## config.mk

```make
export PLATFORM = sky130hd
export DESIGN_NAME = alu_ctrl_issue
export DESIGN_NICKNAME = d
export VERILOG_FILES = /design/src/rtl/alu_ctrl_issue.sv
export SDC_FILE = /design/constraint.sdc
export NUM_CORES = 1
export LEC_CHECK = 0
export ABC_AREA = 1
export BUFFER_PORTS_ARGS = -buffer_cell sky130_fd_sc_hd__buf_2
export CAP_MARGIN = 10
export CORE_MARGIN = 2
export CORE_UTILIZATION = 46
export CTS_CLUSTER_DIAMETER = 40
export DETAILED_ROUTE_END_ITERATION = 10
export GPL_TIMING_DRIVEN = 1
export PLACE_DENSITY = 0.83
export SLEW_MARGIN = 20
export SYNTH_ARGS = -nofsm -noshare
export SYNTH_HDL_FRONTEND = slang
export SYNTH_SLANG_ARGS = --single-unit
```

## constraint.sdc

```tcl
create_clock -name clk -period 1.66 [get_ports clk]
set_clock_uncertainty 0.15 [all_clocks]
set_input_delay 0.249 -clock clk [delete_from_list [all_inputs] [get_ports clk]]
set_output_delay 0.249 -clock clk [all_outputs]
set_load 0.01 [all_outputs]
```

## src/rtl/alu_ctrl_issue.sv

```systemverilog
// ALU control decode plus ID/EX valid/ready issue register.
// Decodes opcode/funct into ALUFun/Sign, flags undecodable instructions
// and keeps a saturating count of accepted illegal instructions.
module alu_ctrl_issue (
  input  logic       clk,
  input  logic       reset,
  input  logic       in_valid,
  output logic       in_ready,
  input  logic [5:0] opcode,
  input  logic [5:0] funct,
  input  logic       flush,
  output logic       out_valid,
  input  logic       out_ready,
  output logic [5:0] ALUFun,
  output logic       Sign,
  output logic       illegal,
  output logic [7:0] illegal_cnt
);

  localparam logic [5:0] FunAdd = 6'b000000;
  localparam logic [5:0] FunSub = 6'b000001;
  localparam logic [5:0] FunAnd = 6'b011000;
  localparam logic [5:0] FunOr  = 6'b011110;
  localparam logic [5:0] FunXor = 6'b010110;
  localparam logic [5:0] FunNor = 6'b010001;
  localparam logic [5:0] FunA   = 6'b011010;
  localparam logic [5:0] FunSll = 6'b100000;
  localparam logic [5:0] FunSrl = 6'b100001;
  localparam logic [5:0] FunSra = 6'b100011;
  localparam logic [5:0] FunEq  = 6'b110011;
  localparam logic [5:0] FunNeq = 6'b110001;
  localparam logic [5:0] FunLt  = 6'b110101;
  localparam logic [5:0] FunLez = 6'b111101;
  localparam logic [5:0] FunLtz = 6'b111011;
  localparam logic [5:0] FunGtz = 6'b111111;

  logic [5:0] dec_fun;
  logic       dec_sign;
  logic       dec_ill;
  logic       accept;
  logic       take;

  assign in_ready = ~out_valid | out_ready;
  assign accept   = in_valid & in_ready;
  // An accept killed by a same-cycle flush must leave no trace.
  assign take     = accept & ~flush;

  // Decode opcode/funct; illegal encodings fall back to ADD, unsigned.
  always_comb begin
    dec_fun  = FunAdd;
    dec_sign = 1'b0;
    dec_ill  = 1'b0;
    case (opcode)
      6'h00: begin
        case (funct)
          6'h20: begin dec_fun = FunAdd; dec_sign = 1'b1; end
          6'h21: dec_fun = FunAdd;
          6'h22: begin dec_fun = FunSub; dec_sign = 1'b1; end
          6'h23: dec_fun = FunSub;
          6'h24: dec_fun = FunAnd;
          6'h25: dec_fun = FunOr;
          6'h26: dec_fun = FunXor;
          6'h27: dec_fun = FunNor;
          6'h2A: begin dec_fun = FunLt; dec_sign = 1'b1; end
          6'h2B: dec_fun = FunLt;
          6'h00: dec_fun = FunSll;
          6'h02: dec_fun = FunSrl;
          6'h03: dec_fun = FunSra;
          6'h08, 6'h09: dec_fun = FunAdd;
          default: dec_ill = 1'b1;
        endcase
      end
      6'h08: begin dec_fun = FunAdd; dec_sign = 1'b1; end
      6'h09: dec_fun = FunAdd;
      6'h0C: dec_fun = FunAnd;
      6'h0D: dec_fun = FunOr;
      6'h0A: begin dec_fun = FunLt; dec_sign = 1'b1; end
      6'h0B: dec_fun = FunLt;
      6'h0F: dec_fun = FunA;
      6'h23, 6'h2B: dec_fun = FunAdd;
      6'h04: begin dec_fun = FunEq;  dec_sign = 1'b1; end
      6'h05: begin dec_fun = FunNeq; dec_sign = 1'b1; end
      6'h06: begin dec_fun = FunLez; dec_sign = 1'b1; end
      6'h07: begin dec_fun = FunGtz; dec_sign = 1'b1; end
      6'h01: begin dec_fun = FunLtz; dec_sign = 1'b1; end
      6'h02, 6'h03: dec_fun = FunAdd;
      default: dec_ill = 1'b1;
    endcase
  end

  // Valid flag: flush beats load, load beats drain.
  always_ff @(posedge clk or posedge reset) begin
    if (reset) begin
      out_valid <= 1'b0;
    end else if (flush) begin
      out_valid <= 1'b0;
    end else if (accept) begin
      out_valid <= 1'b1;
    end else if (out_ready) begin
      out_valid <= 1'b0;
    end
  end

  // Data register loads only on a surviving accept, so it is stable under stall.
  always_ff @(posedge clk or posedge reset) begin
    if (reset) begin
      ALUFun  <= FunAdd;
      Sign    <= 1'b0;
      illegal <= 1'b0;
    end else if (take) begin
      ALUFun  <= dec_fun;
      Sign    <= dec_sign;
      illegal <= dec_ill;
    end
  end

  // Saturating illegal-instruction counter, cleared only by reset.
  always_ff @(posedge clk or posedge reset) begin
    if (reset) begin
      illegal_cnt <= 8'd0;
    end else if (take && dec_ill && (illegal_cnt != 8'hFF)) begin
      illegal_cnt <= illegal_cnt + 8'd1;
    end
  end

endmodule

```

==> impl_results.rst <==
.. list-table::
   :header-rows: 1

   * - Metric
     - Value
   * - Clock Root Buffer
     - clkbuf_4
   * - Synthesized instance count
     - 192
   * - H-tree levels
     - 1
   * - Number of rows in the core area
     - 18
   * - Overall fraction of global-route tracks in use
     - 0.185
   * - Total of flip-flops plus latches after synthesis
     - 17
   * - Flip-flop and latch area
     - 425 µm²
   * - Critical Path Start
     - flush
   * - Detailed placement HPWL
     - 2270 µm
   * - CTS tree
     - built
   * - Initial core utilization
     - 0.496
   * - RD Place Congestion
     - 0.897
   * - F_max
     - 641 MHz
   * - Category of cells accounting for the largest share of critical-path delay
     - buffers and inverters
   * - Critical path cell sequence
     - dlygate4sd3_1, buf_2, nor3_4, buf_4, nand4_1, nand2_1
   * - Syn-to-layout area delta
     - 25.6%
   * - Worst min-delay path startpoint
     - out_ready
   * - Sink count of the clock tree
     - 17
   * - Fin. Hold Viols
     - 0
   * - Endpoint type of the worst setup path
     - register
   * - Total of warnings raised by yosys
     - 0
   * - Netlist cell types
     - 22
   * - Library cell with the largest summed area after synthesis
     - dfrtp_1
   * - Max_slew headroom
     - 0.797
   * - Maximum net fanout on the critical path
     - 9
   * - Core area
     - 2520 µm²
   * - Largest stage delay, worst path
     - 530 ps
   * - Run status
     - complete, no violations
   * - Worst-case reg-to-reg path depth
     - 7
   * - Top post-synthesis cells by area
     - dfrtp_1 (34%), nand2_1 (19%), nor2_1 (8.4%)
   * - Startpoint Class
     - input port
   * - Post-layout min period
     - 1560 ps
   * - Number of clock buffers inserted by TritonCTS
     - 3
   * - Height of the die
     - 56.1 µm
   * - Hold slack
     - 106 ps
   * - First-pass GRT wire length
     - 4750 µm
   * - Crit share post-route
     - 0.939
   * - Longest Clk Path Bufs
     - 2
   * - Worst-margin pin slew
     - 304 ps
   * - DRT antenna net count
     - 0
   * - Average routed wire per standard cell
     - 10.6 µm
   * - Data arrival at the endpoint of the critical path
     - 1650 ps
   * - Routed WL
     - 2850 µm
   * - Worst Hold Path EP
     - out_valid
   * - Sequential-to-total area share from yosys stat
     - 0.340
   * - Largest vdd supply drop
     - 0.000842 V
   * - # nets final
     - 257
   * - Power density cells
     - 731 nW/µm²
   * - Die Wd
     - 56.1 µm
   * - CP bufs+invs
     - 3
   * - Category of the critical setup timing path
     - in -> reg
   * - Share of Yosys cell area claimed by the top area cell type
     - 0.340
   * - Area occupied by multi-input gates
     - 758 µm²
   * - N_diodes
     - 0
   * - Per-cell via count in the routed design
     - 4.99
   * - Startpoint of the most critical register-to-register path
     - illegal_cnt[1]
   * - Cell count of the worst hold path
     - 4
   * - Number of stages on the worst setup path
     - 6
   * - Number of primary I/O pins
     - 35
   * - MaxCap Viol Count
     - 0
   * - Slowest CP cell
     - dlygate4sd3_1
   * - Reg-to-reg setup timing slack
     - 140 ps
   * - Max-slew violations
     - 0
   * - Final total negative setup slack
     - 0 ps
   * - Violation count after the first detailed-route iteration
     - 49
   * - Total congestion overflow after global routing
     - 0
   * - Die area
     - 3150 µm²
   * - Detailed-router iteration count before antenna repair
     - 4
   * - Largest net degree at the start of global routing
     - 18
   * - Endpoints failing setup
     - 0
   * - Fillers
     - 230
   * - Vias in the first global route
     - 1126
   * - Reg-to-Reg End
     - illegal_cnt[7]
   * - Source-to-sink clock delay at the later pin of the worst-skew pair
     - 300 ps
   * - Required arrival time at the worst endpoint
     - 1750 ps
   * - Via Count
     - 1336
   * - Unrepaired setup endpoints after global routing
     - false
   * - Mapped Nets
     - 210
   * - Antenna violations before repair
     - 0
   * - DRC violation count after routing
     - 0
   * - Number of input and output port buffers inserted
     - 34
   * - Clock-pin slew on the worst setup and hold paths
     - 100 ps
   * - Netlist area before placement
     - 1250 µm²
   * - Sum of internal, switching and leakage power
     - 1.15 mW
   * - Proportion of layout cells with a drive suffix above 1
     - 0.265
   * - Leakage dissipation
     - 0.898 nW
   * - Worst hold-check path type
     - in -> reg
   * - Synthesized area divided by synthesized cell count
     - 6.51 µm²
kinds of logic (layout without fill, tap and decap cells):
| logic type | count (synthesis) | after routing | share of synthesized area |
|---|---|---|---|
| xor+xnor | 5 | 5 | 0.0350 |
| compound gates | 11 | 11 | 0.0460 |
| flops | 17 | 17 | 0.340 |
| simple gates | 135 | 136 | 0.498 |
| fa+ha+maj | 1 | 1 | 0.0100 |
| buf+inv | 23 | 68 | 0.0711 |
cells in the mapped netlist, drive strengths merged:
master,n
o21ai,5
a21oi,5
xor2,3
ha,1
inv,21
xnor2,2
o211ai,1
dfrtp,17
nand2,67
nand3,18
buf,2
nor2,32
nand4,11
nor3,7
cells in the final DEF, fill, tap and decap left out:
cell,n
o21ai_0,4
nand4_1,11
nand2_2,4
nor3_1,6
o21ai_1,1
dlygate4sd3_1,2
o211ai_1,1
nor2_4,2
buf_4,7
nand2_1,62
nand2_4,1
nor2_2,3
nand3_1,16
buf_2,34
clkbuf_4,3
nand3_4,1
inv_1,17
nor2_1,27
nand3_2,2
a21oi_1,5
xnor2_1,2
xor2_1,3
dfrtp_1,17
nor3_4,1
inv_2,4
ha_1,1
clkinv_2,1
state kept, by name, summed over array words and instances (netlist names):
name	count
illegal	1
illegal_cnt	8
out_valid	1
ALUFun	6
Sign	1
layout make-up:
type	count	area share
well taps	30	0.0239
repair buffers	43	0.155
flip-flops and latches	17	0.271
clock inverters	1	0.00319
inverters	21	0.0502
multi-input cells	153	0.483
clock buffers	3	0.0143
through the flow:
stage	area [µm²]	utilization	worst slack, ps	cells
floorplan	1250	-	84.7	192
global placement	1510	0.597	46.5	261
detailed placement	1510	0.597	15.8	261
CTS	1560	0.618	20.9	268
global route	1570	0.623	21.9	268
finish	1570	0.623	101	268
power breakdown:
group	total (mW)	leakage (nW)	switching, mW	internal [mW]
clock	0.223	0.0177	0.134	0.0898
combinational	0.382	0.655	0.218	0.164
sequential	0.543	0.225	0.0636	0.479
worst reg2reg max path: stages, from the launching register on:
cell     delay [ps]
dfrtp_1         400
ha_1            220
nand3_2         120
nor2_4          140
nand3_2         160
nand3_4         150
nand2_1          70
nand2_1          60
worst max-delay path by stage:
stage | end | slack [ps]
finish | illegal_cnt[4] | 100
global route | illegal_cnt[4] | 20
global placement | illegal_cnt[7] | 50
floorplan | illegal_cnt[6] | 80
detailed placement | illegal_cnt[0] | 20
CTS | illegal_cnt[0] | 20
timing repair:
| item | 4_1_cts | 5_1_grt |
|---|---|---|
| hold endpoints to repair | 18 | 0 |
| hold buffers | 2 | 0 |
| gates resized for setup | 0 | 3 |
| setup buffers | 0 | 0 |
| pin swaps | 1 | 1 |
| setup endpoints to repair | 1 | 8 |
| cloned | 1 | 0 |
per-layer routing:
layer	global-route usage	wire length, µm	vias up	part of all wire
met1	0.258	1380	576	0.49
li1	-	-	713	-
met4	0.0408	24	0	0.0084
met2	0.292	1270	43	0.45
met3	0.0442	170	4	0.060
met5	0	0	-	0
(Power assumes the default switching activity.)
